### config.mk
export PLATFORM = sky130hd
export DESIGN_NAME = demux_thicc
export DESIGN_NICKNAME = d
export VERILOG_FILES = /design/src/rtl/demux_thicc_pkg.sv /design/src/rtl/demux_thicc_decode.sv /design/src/rtl/demux_thicc.sv
export SDC_FILE = /design/constraint.sdc
export NUM_CORES = 1
export LEC_CHECK = 0
export CAP_MARGIN = 20
export CORE_MARGIN = 2
export CORE_UTILIZATION = 34
export CTS_CLUSTER_SIZE = 16
export DETAILED_ROUTE_END_ITERATION = 8
export PLACE_DENSITY = 0.75
export SYNTH_ARGS = -nofsm -noshare
export SYNTH_HDL_FRONTEND = slang
export SYNTH_HIERARCHICAL = 1
export SYNTH_SLANG_ARGS = --single-unit
### constraint.sdc
create_clock -name clk -period 3 [get_ports clk]
set_input_delay 0.75 -clock clk [delete_from_list [all_inputs] [get_ports clk]]
set_output_delay 0.75 -clock clk [all_outputs]
set_load 0.005 [all_outputs]
### src/rtl/demux_thicc_pkg.sv
// Shared constants for the demux_thicc 1-to-16 registered demultiplexer.
package demux_thicc_pkg;

  localparam int unsigned NUM_CH = 16;
  localparam int unsigned SEL_W  = 4;
  localparam int unsigned CNT_W  = 16;

  localparam logic StEmpty = 1'b0;
  localparam logic StFull  = 1'b1;

  typedef logic [SEL_W-1:0] sel_t;

endpackage

### src/rtl/demux_thicc_decode.sv
// 4-to-16 one-hot decoder with enable; all-zero output when disabled.
module demux_thicc_decode
  import demux_thicc_pkg::*;
(
  input  logic              en_i,
  input  sel_t              sel_i,
  output logic [NUM_CH-1:0] onehot_o
);

  always_comb begin
    onehot_o = '0;
    if (en_i) onehot_o[sel_i] = 1'b1;
  end

endmodule

### src/rtl/demux_thicc.sv
// Registered 1-to-16 demultiplexer with per-channel valid/ready and a transfer counter.
// Define DEMUX_THICC_AUTO_SEL_EN to replace in_sel with an internal round-robin pointer.
module demux_thicc
  import demux_thicc_pkg::*;
#(
  parameter int unsigned dw = 1
) (
  input  logic              clk,
  input  logic              rst_n,
  input  logic [dw-1:0]     in_data,
  input  logic [SEL_W-1:0]  in_sel,
  input  logic              in_valid,
  output logic              in_ready,
  output logic [dw-1:0]     out_data,
  output logic [NUM_CH-1:0] out_valid,
  input  logic [NUM_CH-1:0] out_ready,
  output logic [CNT_W-1:0]  xfer_count
);

  logic             state_q, state_d;
  logic [dw-1:0]    data_q, data_d;
  sel_t             hsel_q, hsel_d;
  logic [CNT_W-1:0] cnt_q, cnt_d;
  sel_t             sel_src;
  logic             accept;
  logic             deliver;

`ifdef DEMUX_THICC_AUTO_SEL_EN
  sel_t ptr_q, ptr_d;
  logic unused_in_sel;

  assign unused_in_sel = ^in_sel;
  assign sel_src       = ptr_q;

  always_comb begin
    ptr_d = ptr_q;
    if (accept) ptr_d = ptr_q + sel_t'(1);
  end

  always_ff @(posedge clk or negedge rst_n) begin
    if (!rst_n) ptr_q <= '0;
    else        ptr_q <= ptr_d;
  end
`else
  assign sel_src = in_sel;
`endif

  // Only the selected consumer's ready matters; others can never complete a transfer.
  assign deliver  = (state_q == StFull) & out_ready[hsel_q];
  assign in_ready = (state_q == StEmpty) | out_ready[hsel_q];
  assign accept   = in_valid & in_ready;

  always_comb begin
    state_d = state_q;
    data_d  = data_q;
    hsel_d  = hsel_q;
    if (accept) begin
      state_d = StFull;
      data_d  = in_data;
      hsel_d  = sel_src;
    end else if (deliver) begin
      state_d = StEmpty;
    end
  end

  always_comb begin
    cnt_d = cnt_q;
    if (deliver) cnt_d = cnt_q + {{(CNT_W-1){1'b0}}, 1'b1};
  end

  always_ff @(posedge clk or negedge rst_n) begin
    if (!rst_n) begin
      state_q <= StEmpty;
      data_q  <= '0;
      hsel_q  <= '0;
      cnt_q   <= '0;
    end else begin
      state_q <= state_d;
      data_q  <= data_d;
      hsel_q  <= hsel_d;
      cnt_q   <= cnt_d;
    end
  end

  demux_thicc_decode u_decode (
    .en_i     (state_q == StFull),
    .sel_i    (hsel_q),
    .onehot_o (out_valid)
  );

  assign out_data   = data_q;
  assign xfer_count = cnt_q;

endmodule

After elaboration in Yosys (flattened, before gate mapping)
Cells that the tools add are included.
{ "totals": {"elab_cells": 20, "register_bits": 22} }
{ "op_classes": {"n_bitwise": 4, "addsub": 1, "n_mux": 7, "n_lt_le_gt_ge": 2, "reduce_logical": 2} }
{ "ops": {"columns": ["operator", "count"], "rows": [
  ["$add 16x1->16 const B", 1],
  ["$mux 16", 1],
  ["$lt 4x5->1 const B", 1],
  ["$bmux 1 s4", 1],
  ["$demux 1 s4", 1],
  ["$ge 4x1->1 const B", 1],
  ["$mux 1", 4],
  ["$and 1x1->1", 2],
  ["$reduce_bool 2->1", 1],
  ["$logic_and 1x1->1", 1],
  ["$not 1->1", 1],
  ["$or 1x1->1", 1]
]} }

Logic depth before layout (Yosys ltp)
Gate-level depths: netlist of the first run.
{ "logic_depth": {"word_depth": 5, "mapped_depth": 7, "depth_no_buf": 5} }

Cells and area by module
Netlist of the first run, hierarchy kept.
{ "modules_own_cells": {"columns": ["module", "cells_per_inst", "instances", "seq_area_each_um2", "area_each_um2"], "rows": [
  ["demux_thicc", 105, 1, 550.5, 1214.9],
  ["demux_thicc_decode", 23, 1, 0.0, 117.6]
]} }

Worst setup path before layout of the first run
No wires, ideal clock.
{ "synth_path": {"path_type": "input port to output port", "startpoint": "input out_ready[7]", "endpoint": "output in_ready", "slack_ns": 0.535, "arrival_ns": 1.715, "path_buffers": 1, "path_stages": 4, "cell_sequence": "mux4_2 > o21ai_4 > buf_4 > nand3_2"} }
{ "synth_between": {"elab_chain_cells": 3} }
{ "synth_rtl": {"columns": ["item", "line_no", "source"], "rows": [
  ["start, declared", "demux_thicc.sv:16", "input logic [NUM_CH-1:0] out_ready,"],
  ["$bmux 1 s4", "demux_thicc.sv:50", "assign in_ready = (state_q == StEmpty) | out_ready[hsel_q];"],
  ["$mux 1 (implied by the code)", "demux_thicc.sv:50", null],
  ["$or 1x1->1", "demux_thicc.sv:50", null],
  ["end, declared", "demux_thicc.sv:13", "output logic in_ready,"]
]} }
Every way passes these cells. The select of a mux whose other input is x is not followed.

Worst setup path in the final report of the first run
Ends and elaborated chain as after synthesis.

==> flow_summary.toml, run 1 <==
[floorplanning]
die_area_um2 = 4440
start_util = 0.359
fp.dieH_um = 66.6
die_x_um = 66.6
core_um2 = 3720
pin_count = 58
num_rows = 22

[critical_path]
cp_data_required_time_ns = 2.25
critPathLaunchType = "input port"
cp_num_buf_inv = 2
cp.arrival_ns = 2.15
end_kind = "output port"
crit_path_top_delay_cell = "mux4_2"
critPathLaunch = "out_ready[7]"
cp_cell_sequence = "clkdlybuf4s50_1, mux4_2, o21ai_4, nand3_2, clkdlybuf4s15_1"
criticalPathCategory = "in2out"
rr_worst_depth = 6
cp.depth = 5
slowest_delay_ns = 0.51
r2r-start = "hsel_q[1]$_DFFE_PN0P_"
crit_path_max_fanout = 2
critPathTopFamily = "buffers and inverters"

[placement]
place_area_um2 = 1970
place_inst = 234
port_buffers = 57
gp_congestion = 0.829
hpwl_mm = 2.57

[timing]
fin_skew_ns = 0.00255
fin_setup_tns_ns = 0
rsz0062_at_grt = "no"
post-route-period-util = 0.967
hold_viol = 0
max_freq_mhz = 345
worst_pin_slew_ns = 0.562
fin_crit_ns = 2.90
finalSetupViolCount = 0
slew-limit-headroom = 0.616
slew_violations = 0

[power_and_ir_drop]
p_clk_frac = 0.101
p_leak_nw = 0.790
p_comb_frac = 0.563
power.density_nw_per_um2 = 890
sw_frac_of_total = 0.418
p_total_mw = 1.79
p_int_mw = 1.04
ir_worst_vdd_mv = 0.493
pwr-share-seq = 0.336
switchingPower_mw = 0.749

[synthesis]
synth-seq-cells = 22
async_flop_share = 1.00
synth_fp_nets = 153
ys_seq_area_frac = 0.413
synth_edf_count = 0
synth_top_area_frac = 0.413
synthFlopType = "dfrtp_1"
synthCells = 128
synth_top_cell_by_area = "dfrtp_1"
synth_area_um2 = 1330
synthTopCellsByCount = "22 x dfrtp_1, 15 x nor2_1, 14 x xor2_1, 8 x nand3_1, 7 x nand2_1"
yosys-top-cells-area = "dfrtp_1 41%, xor2_1 9.2%, mux2i_1 4.5%"
ys_types = 35
synth.most_common_cell = "dfrtp_1"
yosys_warnings = 6
avgSynthCellArea_um2 = 10.4

[finish]
fin_nets = 216
final_util = 0.542
drive_gt1_frac = 0.116
antenna_cells = 0
instances_no_fill = 237
syn_to_final_growth_pct = 51.3
fin_area_um2 = 2020

[global_route]
antenna_found_initial = 0
grt_use_met3 = 0.0321
grt_pass1_wl_mm = 5.49
grt_remaining_overflow = 0
grt_use_met2 = 0.293
grt-busiest-layer = "met2"
grt_pass1_vias = 1222
grt_usage = 0.160
grt_max_degree = 23
met1_usage = 0.193

[clock_network]
cts_buffers = 3
clkTransAtPathRegs_ns = 0.07
cts_max_path_buffers = 2
root_buffer = "clkbuf_8"
postCtsSetupBuffers = 0
cts.hold.buffers_added = 0
cts_tree = "done"
clkSinkCount = 22
htree_levels = 1
insertion_delay_ns = 0.26

[route]
via_per_inst = 5.15
drtIter0Drc = 39
routed_wl_mm = 3.37
detail-route-antenna-nets = 0
drc_errors = 0
wl_per_cell_um = 14.2
vias = 1221
dr.pass1.iters = 4

[worst_hold_path]
hold_class = "reg2reg"
min_from = "xfer_count[15]$_DFFE_PN0P_"
hold_depth = 1

[status]
status = "finished, final reports clean"

[flow_run]
cap_violations = 0
## timing repair
action,4_1_cts,5_1_grt
gates resized for setup,1,1
setup endpoints to repair,1,1
endpoints found under the hold margin,0,0
## final cells by class
class | count | area, um2
Tap cell | 48 | 60.1
Timing Repair Buffer | 63 | 616
Multi-Input combinational cell | 95 | 726
Inverter | 6 | 22.5
Sequential cell | 22 | 551
Fill cell | 329 | 1700
Clock buffer | 3 | 41.3
## sequential cells by signal, indices dropped and copies added, names as in the netlist
register	flops
xfer_count	16
hsel_q	4
out_data	1
state_q	1
## power groups by stage
stage,combinational (mW),sequential (mW),clock (mW)
5_1_grt,1.11,0.633,0.203
3_3_place_gp,0.994,0.598,0
6_report,1.01,0.603,0.182
4_1_cts,1.02,0.603,0.186
2_1_floorplan,0.588,0.567,0
3_5_place_dp,1.02,0.606,0
## worst register-to-register path, stage by stage, from the launching register on
cell       delay [ns]
dfrtp_1          0.54
nor2b_1          0.24
a221oi_2         0.32
o21ai_4          0.10
buf_4            0.21
a2111oi_0        0.55
xor2_1           0.13
## routing by layer
metal,part of all wire,vias up
li1,-,586
met1,0.42,572
met4,0.0056,0
met5,0,-
met3,0.083,2
met2,0.49,61
## metrics by stage
stage | hold WS (ns) | worst slack (ns)
3_5_place_dp | 0.472 | -0.158
2_1_floorplan | 0.454 | 0.535
6_report | 0.477 | 0.0980
5_1_grt | 0.504 | 0.0353
3_3_place_gp | 0.464 | -0.156
4_1_cts | 0.482 | 0.0150
## kinds of logic after synthesis
family          Yosys count  share of synthesized area
compound gates           22                      0.159
flops                    22                      0.413
buf+inv                  11                     0.0423
simple gates             45                      0.174
mux                      12                      0.104
xor+xnor                 15                     0.0986
fa+ha+maj                 1                    0.00939
## path summary, 6_finish.rpt
| kind | to | slack [ns] |
|---|---|---|
| max | in_ready | 0.1 |
| min | xfer_count[15]$_DFFE_PN0P_ | 0.48 |
| max reg2reg | xfer_count[11]$_DFFE_PN0P_ | 0.76 |
| min reg2reg | xfer_count[15]$_DFFE_PN0P_ | 0.48 |
| max in group asynchronous | hsel_q[0]$_DFFE_PN0P_ | 1.95 |
| min in group asynchronous | xfer_count[1]$_DFFE_PN0P_ | 0.83 |
## cell usage in the layout (no fill, tap or decap), drive strengths merged, types with 7 or more instances in the layout
| cell type | instances |
|---|---|
| a2111oi | 7 |
| clkdlybuf4s50 | 56 |
| dfrtp | 22 |
| nand2 | 7 |
| nand3 | 10 |
| nor2 | 15 |
| xor2 | 14 |
Note: power is estimated with default switching activity, not from simulation.
==> inputs of run 2 (changes only) <==
--- a/config.mk
+++ b/config.mk
@@ -10,8 +10,8 @@
 export CORE_UTILIZATION = 34
 export CTS_CLUSTER_SIZE = 16
 export DETAILED_ROUTE_END_ITERATION = 8
-export PLACE_DENSITY = 0.75
+export PLACE_DENSITY = 0.76
+export RECOVER_POWER = 50
 export SYNTH_ARGS = -nofsm -noshare
 export SYNTH_HDL_FRONTEND = slang
-export SYNTH_HIERARCHICAL = 1
 export SYNTH_SLANG_ARGS = --single-unit
==> run 2 against run 1 <==
Sequential power shrank 15%. Clock skew rose by 0.00080 ns. Setup slack got worse by 0.042 ns. Core utilization rose by 1.0 points. Highest routed layer is now met3. Clock-buffer cell count did not move. Critical path type unchanged. Die area decreased by 4.2%. Cell count is 0.42% lower. Critical path depth is 1 higher.
==> flow_summary.toml, run 2 <==
[status]
status = "finished, final reports clean"

[global_route]
grt_pass1_vias = 1226
grt_pass1_wl_mm = 5.28
grt_max_degree = 23
antenna_found_initial = 0
grt_remaining_overflow = 0
grt_usage = 0.152

[finish]
fillers = 334
final_cell_mix = "33 x clkdlybuf4s50_1, 22 x dfrtp_1, 17 x dlygate4sd3_1"
syn_to_final_growth_pct = 57.7
largest_reg_flops = 16
antenna_cells = 0
final_common_cell = "clkdlybuf4s50_1"
drive_gt1_frac = 0.138
fin_nets = 215

[placement]
gp_congestion = 0.816
port_buffers = 57
hpwl_mm = 2.48

[timing]
hold_viol = 0
max_freq_mhz = 340
slew_violations = 0
fin_crit_ns = 2.94
fin_setup_tns_ns = 0
post-route-period-util = 0.981
timing.hold.ws_ns = 0.479
fin_skew_ns = 0.00335
slew-limit-headroom = 0.212
worst_pin_slew_ns = 1.18
finalSetupViolCount = 0

[synthesis]
synth_adder_area_share = 0.00982
ys_seq_area_frac = 0.432
ys_types = 29
synth_edf_count = 0
synthFlopType = "dfrtp_1"
avgSynthCellArea_um2 = 10.3
synth_compound_area_frac = 0.0501
async_flop_share = 1.00
synthCells = 124
synth_top_area_frac = 0.432
synth_mux_area_frac = 0.130
synth.most_common_cell = "dfrtp_1"
synthTopCellsByCount = "22 x dfrtp_1, 16 x nor2_1, 12 x xor2_1, 10 x nand2_1, 10 x nor3_1"
yosys-top-cells-area = "dfrtp_1 43%, xor2_1 8.3%, mux2_2 6.2%"
synthXorXnorAreaFrac = 0.103
synth-simple-area-share = 0.240
synth_area_um2 = 1270
yosys_warnings = 0
synth_top_cell_by_area = "dfrtp_1"
synth_fp_nets = 149
synth_top_family_by_area = "simple AND/OR/NAND/NOR gates"
synth-seq-cells = 22

[route]
wl_per_cell_um = 13.5
drc_errors = 0
vias = 1153
routed_wl_mm = 3.19
dr.pass1.iters = 4
detail-route-antenna-nets = 0
drtIter0Drc = 40
via_per_inst = 4.89

[power_and_ir_drop]
sw_frac_of_total = 0.372
p_int_mw = 1.02
power.density_nw_per_um2 = 812
pwr-share-seq = 0.313
p_leak_nw = 0.950
ir_worst_vdd_mv = 0.411
switchingPower_mw = 0.607
p_clk_frac = 0.106
p_comb_frac = 0.581

[critical_path]
cp.arrival_ns = 2.19
cp_data_required_time_ns = 2.25
end_kind = "output port"
crit_path_max_fanout = 2
critPathLaunchType = "input port"
criticalPathCategory = "in2out"

[flow_run]
cap_violations = 0

[floorplanning]
num_rows = 22
die_x_um = 65.2
pin_count = 58
core_um2 = 3630
start_util = 0.351
fp.dieH_um = 65.2
die_area_um2 = 4250

[clock_network]
cts_tree = "done"
cts_max_path_buffers = 2
root_buffer = "clkbuf_8"
cts_buffers = 3
clkSinkCount = 22
clkTransAtPathRegs_ns = 0.07
insertion_delay_ns = 0.25
htree_levels = 1

[worst_hold_path]
hold_class = "reg2reg"
==> run 2: changes by cell type in the layout (fill, tap and decap cells not counted), sizes merged, moves of 5 or more <==
cell | previous run | this run
nand3 | 10 | 3
clkdlybuf4s50 | 56 | 33
nor3 | 4 | 10
dlygate4sd3 | 0 | 17
mux2 | 5 | 10
a2111oi | 7 | 0
a211oi | 6 | 0
==> run 2: critical path, cell delays in order <==
cell and delay (ns):
clkdlybuf4s50_1 0.39, mux2_2 0.26, mux4_2 0.50, nor2_4 0.12
nor2b_2 0.05, buf_2 0.12
==> run 2: per-stage QoR <==
step | std cells | total power [mW] | utilization | worst slack [ns] | area (um2)
2_1_floorplan | 124 | 1.03 | - | 0.498 | 1270
5_1_grt | 236 | 1.76 | 0.553 | -0.00371 | 2010
4_1_cts | 236 | 1.65 | 0.548 | 0.00521 | 1990
3_5_place_dp | 232 | 1.46 | 0.534 | -0.384 | 1940
6_report | 236 | 1.63 | 0.553 | 0.0560 | 2010
3_3_place_gp | 232 | 1.42 | 0.534 | -0.309 | 1940
==> run 2: cells by family after synthesis <==
group / Yosys count
DFF: 22
xor gates and xnor gates: 15
adders and majority gates: 1
and+or+nand+nor: 60
buffers and inverters: 7
muxes: 14
AOI/OAI and AO/OA: 5
==> run 2: power by group through the flow <==
stage | Sequential, mW | Combinational [mW] | Clock (mW)
2_1_floorplan | 0.464 | 0.565 | 0
3_3_place_gp | 0.509 | 0.913 | 0
3_5_place_dp | 0.514 | 0.944 | 0
4_1_cts | 0.512 | 0.961 | 0.178
5_1_grt | 0.531 | 1.04 | 0.190
6_report | 0.510 | 0.947 | 0.174
==> run 2: final timing paths <==
kind	from	endpoint	slack (ns)	cells past startpoint
min in group asynchronous	rst_n	xfer_count[2]$_DFFE_PN0P_	1.25	2
setup / recovery	out_ready[12]	in_ready	0.06	6
max in group asynchronous	rst_n	xfer_count[10]$_DFFE_PN0P_	1.05	2
hold reg to reg	xfer_count[6]$_DFFE_PN0P_	xfer_count[6]$_DFFE_PN0P_	0.48	1
setup reg to reg	hsel_q[1]$_DFFE_PN0P_	hsel_q[3]$_DFFE_PN0P_	0.63	7
hold / removal	xfer_count[6]$_DFFE_PN0P_	xfer_count[6]$_DFFE_PN0P_	0.48	1
==> run 2: area by class of cell <==
class	count	area, um2	area share
Timing Repair Buffer	66	649	0.323
Clock buffer	3	41.3	0.0206
Multi-Input combinational cell	95	699	0.348
Inverter	2	7.51	0.00374
Sequential cell	22	551	0.274
Tap cell	48	60.1	0.0299
==> run 2: timing repair <==
action                                  CTS  global route
endpoints found under the setup margin    1             1
hold buffers                              0             0
buffers inserted                          1             0
gates resized for setup                   9             7
pin swaps                                 1             1
==> run 2: per-layer routing <==
layer  up-vias  track usage  part of all wire
met3         0       0.0308             0.086
met4         0       0.0182                 0
met5         -            0                 0
met1       550        0.176              0.42
li1        551            -                 -
met2        52        0.295              0.49
